`config.mk`:
```
export PLATFORM = sky130hd
export DESIGN_NAME = fmap_pixel_streamer
export DESIGN_NICKNAME = d
export VERILOG_FILES = /design/src/rtl/conv_stream_pkg.sv /design/src/rtl/pixel_fifo.sv /design/src/rtl/fmap_pixel_streamer.sv
export SDC_FILE = /design/constraint.sdc
export NUM_CORES = 2
export LEC_CHECK = 0
export CORE_ASPECT_RATIO = 0.7
export CORE_MARGIN = 2
export CORE_UTILIZATION = 35
export DETAILED_ROUTE_END_ITERATION = 6
export GPL_TIMING_DRIVEN = 1
export HOLD_SLACK_MARGIN = 0.03
export PLACE_DENSITY = 0.57
export SYNTH_ARGS = -nofsm -noshare
export SYNTH_HDL_FRONTEND = slang
export SYNTH_SLANG_ARGS = --single-unit
export TNS_END_PERCENT = 20
```
`constraint.sdc`:
```
create_clock -name clk -period 42.8 [get_ports clk]
set_clock_uncertainty 0.15 [all_clocks]
set_input_delay 10.7 -clock clk [delete_from_list [all_inputs] [get_ports clk]]
set_output_delay 10.7 -clock clk [all_outputs]
set_load 0.01 [all_outputs]
```
`src/rtl/conv_stream_pkg.sv`:
```
// Shared types and constants for the feature-map pixel streamer.
// Build option: define FMAP_ZERO_PAD_EN to frame the image with a one-pixel zero border.
package conv_stream_pkg;

  // Frame-level FSM states
  typedef enum logic [1:0] {
    StIdle,
    StRun,
    StDone
  } state_e;

  localparam int unsigned DEF_DATA_WIDTH   = 8;
  localparam int unsigned DEF_IMAGE_SIZE   = 222;
  localparam int unsigned DEF_NUM_CHANNELS = 64;
  localparam int unsigned DEF_FIFO_DEPTH   = 4;

  localparam int unsigned PIX_W  = DEF_NUM_CHANNELS * DEF_DATA_WIDTH;
  localparam int unsigned LANE_W = $clog2(DEF_NUM_CHANNELS);

  // Emitted frame width for a given unpadded feature-map size
  function automatic int unsigned frame_width(int unsigned image_size);
`ifdef FMAP_ZERO_PAD_EN
    return image_size + 2;
`else
    return image_size;
`endif
  endfunction

endpackage

```
`src/rtl/pixel_fifo.sv`:
```
// Small synchronous FIFO holding packed pixel words between the packer and the output stage.
// Head word is presented combinationally on rdata; a pop in the same cycle frees a slot for push.
module pixel_fifo
  import conv_stream_pkg::*;
#(
  parameter int unsigned Width = PIX_W,
  parameter int unsigned Depth = DEF_FIFO_DEPTH
) (
  input  logic             clk,
  input  logic             rst,
  input  logic             push,
  input  logic [Width-1:0] wdata,
  input  logic             pop,
  output logic [Width-1:0] rdata,
  output logic             full,
  output logic             empty
);

  localparam int unsigned AddrW = $clog2(Depth);

  logic [Width-1:0] mem_q [Depth];
  logic [AddrW:0]   wr_ptr_q;
  logic [AddrW:0]   rd_ptr_q;
  logic             do_push;
  logic             do_pop;

  // Extra pointer MSB distinguishes full from empty
  always_comb begin
    empty   = (wr_ptr_q == rd_ptr_q);
    full    = (wr_ptr_q[AddrW] != rd_ptr_q[AddrW]) &&
              (wr_ptr_q[AddrW-1:0] == rd_ptr_q[AddrW-1:0]);
    do_pop  = pop && !empty;
    do_push = push && (!full || do_pop);
    rdata   = mem_q[rd_ptr_q[AddrW-1:0]];
  end

  // Pointer update; reset discards any buffered words
  always_ff @(posedge clk or negedge rst) begin
    if (!rst) begin
      wr_ptr_q <= '0;
      rd_ptr_q <= '0;
    end else begin
      if (do_push) wr_ptr_q <= wr_ptr_q + 1'b1;
      if (do_pop)  rd_ptr_q <= rd_ptr_q + 1'b1;
    end
  end

  // Storage array, no reset needed since pointers gate visibility
  always_ff @(posedge clk) begin
    if (do_push) mem_q[wr_ptr_q[AddrW-1:0]] <= wdata;
  end

endmodule

```
`src/rtl/fmap_pixel_streamer.sv`:
```
// Packs channel-serial samples into pixel words and streams them out in raster order.
// Build option: FMAP_ZERO_PAD_EN adds a zero border around the frame (width IMAGE_SIZE+2).
module fmap_pixel_streamer
  import conv_stream_pkg::*;
#(
  parameter int unsigned DATA_WIDTH   = DEF_DATA_WIDTH,
  parameter int unsigned IMAGE_SIZE   = DEF_IMAGE_SIZE,
  parameter int unsigned NUM_CHANNELS = DEF_NUM_CHANNELS,
  parameter int unsigned FIFO_DEPTH   = DEF_FIFO_DEPTH
) (
  input  logic                               clk,
  input  logic                               rst,
  input  logic                               frame_start,
  input  logic [DATA_WIDTH-1:0]              ch_data,
  input  logic                               ch_valid,
  output logic                               ch_ready,
  output logic [NUM_CHANNELS*DATA_WIDTH-1:0] pixels_out,
  output logic                               pixel_valid,
  output logic [$clog2(IMAGE_SIZE+2)-1:0]    out_row,
  output logic [$clog2(IMAGE_SIZE+2)-1:0]    out_col,
  output logic                               busy,
  output logic                               frame_done
);

  localparam int unsigned PixW   = NUM_CHANNELS * DATA_WIDTH;
  localparam int unsigned PartW  = PixW - DATA_WIDTH;
  localparam int unsigned LaneW  = $clog2(NUM_CHANNELS);
  localparam int unsigned CntW   = $clog2(IMAGE_SIZE + 2);
  localparam int unsigned FrameW = frame_width(IMAGE_SIZE);
  localparam int unsigned NumPix = IMAGE_SIZE * IMAGE_SIZE;
  localparam int unsigned PackW  = $clog2(NumPix + 1);

  localparam logic [LaneW-1:0] LastLane = LaneW'(NUM_CHANNELS - 1);
  localparam logic [CntW-1:0]  LastPos  = CntW'(FrameW - 1);
  localparam logic [PackW-1:0] PackMax  = PackW'(NumPix);

  state_e            state_q, state_d;
  logic [LaneW-1:0]  lane_q;
  logic [PartW-1:0]  word_q;
  logic [PackW-1:0]  packed_q;
  logic [CntW-1:0]   emit_row_q, emit_col_q;
  logic [CntW-1:0]   out_row_q, out_col_q;
  logic [PixW-1:0]   pixels_q;
  logic              pixel_valid_q;
  logic              last_sent_q;

  logic              lane_last;
  logic              all_packed;
  logic              accept;
  logic              push;
  logic [PixW-1:0]   push_data;
  logic              fifo_full, fifo_empty;
  logic [PixW-1:0]   fifo_rdata;
  logic              at_border;
  logic              is_last_pos;
  logic              emit;
  logic              pop;
  logic              frame_end;

  // Packer handshake and output-stage scheduling
  always_comb begin
    lane_last   = (lane_q == LastLane);
    all_packed  = (packed_q == PackMax);
    // Conservative: a same-cycle pop does not reopen the last lane when full
    ch_ready    = (state_q == StRun) && !all_packed && !(lane_last && fifo_full);
    accept      = ch_valid && ch_ready;
    push        = accept && lane_last;
    push_data   = {ch_data, word_q};
    is_last_pos = (emit_row_q == LastPos) && (emit_col_q == LastPos);
    emit        = (state_q == StRun) && !last_sent_q && (at_border || !fifo_empty);
    pop         = emit && !at_border;
    frame_end   = (state_q == StRun) && last_sent_q;
  end

`ifdef FMAP_ZERO_PAD_EN
  assign at_border = (emit_row_q == '0) || (emit_row_q == LastPos) ||
                     (emit_col_q == '0) || (emit_col_q == LastPos);
`else
  assign at_border = 1'b0;
`endif

  // FSM state register
  always_ff @(posedge clk or negedge rst) begin
    if (!rst) state_q <= StIdle;
    else      state_q <= state_d;
  end

  // FSM next-state: leave RUN once the final pixel has been presented
  always_comb begin
    state_d = state_q;
    unique case (state_q)
      StIdle:  if (frame_start) state_d = StRun;
      StRun:   if (last_sent_q) state_d = StDone;
      StDone:  state_d = StIdle;
      default: state_d = StIdle;
    endcase
  end

  // FSM outputs
  always_comb begin
    busy       = (state_q != StIdle);
    frame_done = (state_q == StDone);
  end

  // Lane packer: collect lanes 0..N-2, the last lane goes straight into the pushed word
  always_ff @(posedge clk or negedge rst) begin
    if (!rst) begin
      lane_q   <= '0;
      word_q   <= '0;
      packed_q <= '0;
    end else if (state_q != StRun) begin
      lane_q   <= '0;
      packed_q <= '0;
    end else if (accept) begin
      for (int k = 0; k < int'(NUM_CHANNELS) - 1; k++) begin
        if (lane_q == LaneW'(k)) word_q[k*DATA_WIDTH +: DATA_WIDTH] <= ch_data;
      end
      if (lane_last) begin
        lane_q   <= '0;
        packed_q <= packed_q + 1'b1;
      end else begin
        lane_q <= lane_q + 1'b1;
      end
    end
  end

  // Raster position of the next pixel to emit, plus end-of-frame marker
  always_ff @(posedge clk or negedge rst) begin
    if (!rst) begin
      emit_row_q  <= '0;
      emit_col_q  <= '0;
      last_sent_q <= 1'b0;
    end else if (state_q != StRun) begin
      emit_row_q  <= '0;
      emit_col_q  <= '0;
      last_sent_q <= 1'b0;
    end else if (emit) begin
      if (is_last_pos) last_sent_q <= 1'b1;
      if (emit_col_q == LastPos) begin
        emit_col_q <= '0;
        emit_row_q <= (emit_row_q == LastPos) ? '0 : emit_row_q + 1'b1;
      end else begin
        emit_col_q <= emit_col_q + 1'b1;
      end
    end
  end

  // Output register: pixel data holds between emissions, position clears at frame end
  always_ff @(posedge clk or negedge rst) begin
    if (!rst) begin
      pixels_q      <= '0;
      pixel_valid_q <= 1'b0;
      out_row_q     <= '0;
      out_col_q     <= '0;
    end else begin
      pixel_valid_q <= emit;
      if (emit) begin
        pixels_q  <= at_border ? '0 : fifo_rdata;
        out_row_q <= emit_row_q;
        out_col_q <= emit_col_q;
      end else if (frame_end) begin
        out_row_q <= '0;
        out_col_q <= '0;
      end
    end
  end

  assign pixels_out  = pixels_q;
  assign pixel_valid = pixel_valid_q;
  assign out_row     = out_row_q;
  assign out_col     = out_col_q;

  pixel_fifo #(
    .Width (PixW),
    .Depth (FIFO_DEPTH)
  ) u_fifo (
    .clk   (clk),
    .rst   (rst),
    .push  (push),
    .wdata (push_data),
    .pop   (pop),
    .rdata (fifo_rdata),
    .full  (fifo_full),
    .empty (fifo_empty)
  );

endmodule
```
==> summary.md <==
| Metric | Value |
|---|---|
| Post-Syn Area per Cell | 21.7 sq um |
| Fill count | 28600 |
| DR pass1 iterations | 6 |
| Initial detailed-routing violation count | 5341 |
| Slowest stage delay, CP | 1.03 ns |
| I/O pins | 544 |
| Min Tclk post-route | 17.22 ns |
| Most frequent CP cell | buf_4 |
| CTS buffer count | 308 |
| Most used DFF post-synth | edfxtp_1 |
| Sequential area share after synthesis | 76.9% |
| Flops & latches, synth | 3128 |
| Cell type with the largest total area after synthesis | edfxtp_1 |
| Setup Slack @ Placement | 24.60 ns |
| Slowest CP cell | clkdlybuf4s50_1 |
| Final setup viols | 0 |
| Later-pin clock latency in the skew report | 0.87 ns |
| # Post-CTS Setup Buffers | 0 |
| Mapped Area | 115000 sq um |
| Commonest cells in the netlist | edfxtp_1 (2048), dfrtp_1 (1080), mux2_2 (1007) |
| Crit end category | flip-flop |
| Count leader, synth | edfxtp_1 |
| H-tree depth | 5 |
| Initial antenna violation count | 31 |
| Ys async rst share | 34.5% |
| Die area | 334000 sq um |
| Clk root buf | clkbuf_16 |
| Failing checks | max-slew violations |
| Slew headroom | -8.55% |
| Largest net degree at the start of global routing | 151 |
| Yosys warning count | 0 |
| Hold crit path type | reg -> reg |
| Slew of the pin with the lowest slew margin | 1.63 ns |
| Tcrit/Tclk final | 40.2% |
| Final slew viol count | 59 |
| RePlAce Congestion | 0.728 |
| Die width | 690 um |
| Total global routing overflow | 0 |
| Nets | 6028 |
| Power Density | 65.3 nW/um^2 |
| Fin Setup TNS | 0 ns |
| Area Overhead vs Synth | 18.1% |
| Top-area cell type share of the netlist area | 53.4% |
| Reg clk slew, reported paths | 0.06 ns |
| Row Count | 176 |
| Worst VDD drop | 0.0462 mV |
| Critical path required time | 43.09 ns |
| CTS Buffer Depth | 4 |
| Die H | 484 um |
| EDFF count, synth | 2048 |
| Global-route wire length before repair | 395000 um |
| Vias/cell | 4.98 |
| Buf/Inv on CP | 5 |
| TritonCTS clock tree | done |
| Status | complete, but fails checks |
| Port bufs | 543 |
| Crit path DAT | 17.51 ns |
| Number of library cell types mapped by synthesis | 60 |
| Fmax | 58.1 MHz |
| DRC violations left | 0 |
| Largest cells by area after synthesis | edfxtp_1 (53%), dfrtp_1 (23%), mux4_2 (10%), mux2_2 (9.8%), clkbuf_1 (0.42%) |
| Starting Density | 35.1% |
| Total GRT Usage | 16.2% |
| Via count | 52900 |
| Post-Syn Nets | 5347 |
| P_leak | 49.6 nW |
| Fin worst setup slack | 25.58 ns |
| Crit-path cells | clkdlybuf4s50_1 -> and2_1 -> and3_1 -> and2_4 -> buf_4 -> buf_4 -> buf_4 -> buf_4 |
| Layout cells sized above 1 | 34.2% |
| Final hold vios | 0 |
| Dpl hpwl | 159000 um |
| Routed WL per cell | 25.9 um |
| Post-Syn Instances | 5320 |
| CP Launch Type | primary input |
| Max Cap Violations | 0 |
| Vias in the first global route | 54100 |
| Kind of critical path | in -> reg |
| Unrepaired setup endpoints after global routing | no |
| Routed Antenna Nets | 0 |
| Post-cts hold buffer count | 0 |
| Number of clock sinks | 3128 |
| CP delay by family, top | buffers and inverters |
| Crit Path Max Fanout | 69 |
| Post_cts resized | 0 |
| Placeable Area | 328000 sq um |
| Post-Route WL | 275000 um |
-- layout by cell type (no fill, tap or decap), types with 10 or more instances in the layout --
master	Yosys	final
nor2_1	31	31
dfrtp_1	1080	1078
nand2_8	10	10
clkdlybuf4s50_1	0	534
clkbuf_1	130	81
nand3_1	23	23
nor3_1	14	13
inv_1	19	19
clkbuf_16	0	316
mux4_2	512	512
clkbuf_8	0	47
or3_1	10	10
and3_1	10	10
a21oi_1	26	26
mux2_1	10	10
edfxtp_1	2048	2048
o21ai_0	40	40
nand2_2	12	12
clkinv_1	0	25
buf_4	1	91
clkinv_2	0	44
nand4_1	18	18
nand2_1	63	63
bufinv_16	0	22
ha_1	15	15
mux2_2	1007	1007
-- final timing paths --
kind | from | endpoint | slack (ns) | cells past startpoint
worst max register to register | u_fifo.rd_ptr_q[0] | u_fifo.mem_q[1][486] | 35.03 | 8
worst min-delay path | word_q[209] | u_fifo.mem_q[0][209] | 0.32 | 0
max in group asynchronous | rst | word_q[262] | 29.10 | 5
worst max-delay path | ch_valid | u_fifo.mem_q[1][486] | 25.58 | 8
min in group asynchronous | rst | word_q[103] | 9.69 | 1
worst min register to register | word_q[209] | u_fifo.mem_q[0][209] | 0.32 | 0
-- registers in the layout (all words and copies together), names as in the netlist, 2 cells and up --
signal / flops
lane_q: 6
pixels_out: 512
packed_q: 16
out_row: 8
u_fifo.wr_ptr_q: 3
state_q: 2
u_fifo.mem_q: 2048
out_col: 8
word_q: 504
emit_row_q: 8
emit_col_q: 8
u_fifo.rd_ptr_q: 3
-- metal layers --
layer  vias to the layer above  share of wire (%)  track usage [%]
met4                         0                1.7             3.15
met3                       295                5.4             2.76
met1                     28700                 46             23.9
met2                      1414                 47             25.5
li1                      22600                  -                -
met5                         -                  0                0
-- report_power, final --
part | total (mW) | switching (mW) | internal, mW
Sequential | 4.06 | 0.349 | 3.71
Clock | 2.73 | 1.15 | 1.58
Combinational | 2.10 | 0.952 | 1.15
Total | 8.89 | 2.45 | 6.45
-- cells by family after synthesis --
group / synth area share, %
flip-flops: 76.9
multiplexers: 20.0
buffers and inverters: 1.01
AND/OR/NAND/NOR: 1.43
AO/OA/AOI/OAI: 0.471
adder cells (fa/ha/maj): 0.163
XOR/XNOR: 0.0760
-- layout make-up --
cell class                      count  area [sq um]  share of cell area [%]
Clock buffer                      444          8860                    6.51
Antenna cell                        6          15.0                  0.0110
Timing Repair Buffer              635          6220                    4.57
Inverter                           19          71.3                  0.0524
Tap cell                         4361          5460                    4.01
Multi-Input combinational cell   1909         25600                    18.8
Sequential cell                  3128         88500                    65.1
Clock inverter                    120          1370                    1.01
-- per-stage QoR --
stage / instances / util (%) / cell area, sq um / power [mW] / hold slack [ns]
after floorplan: 5320 / - / 115000 / 5.22 / 0.295
after detailed placement: 10100 / 38.4 / 126000 / 6.28 / 0.344
final: 10600 / 41.5 / 136000 / 8.89 / 0.317
after CTS: 10600 / 41.5 / 136000 / 9.04 / 0.309
after global routing: 10600 / 41.5 / 136000 / 9.29 / 0.343
after global placement: 10100 / 38.4 / 126000 / 6.25 / 0.328
Note: power is estimated with default switching activity, not from simulation.
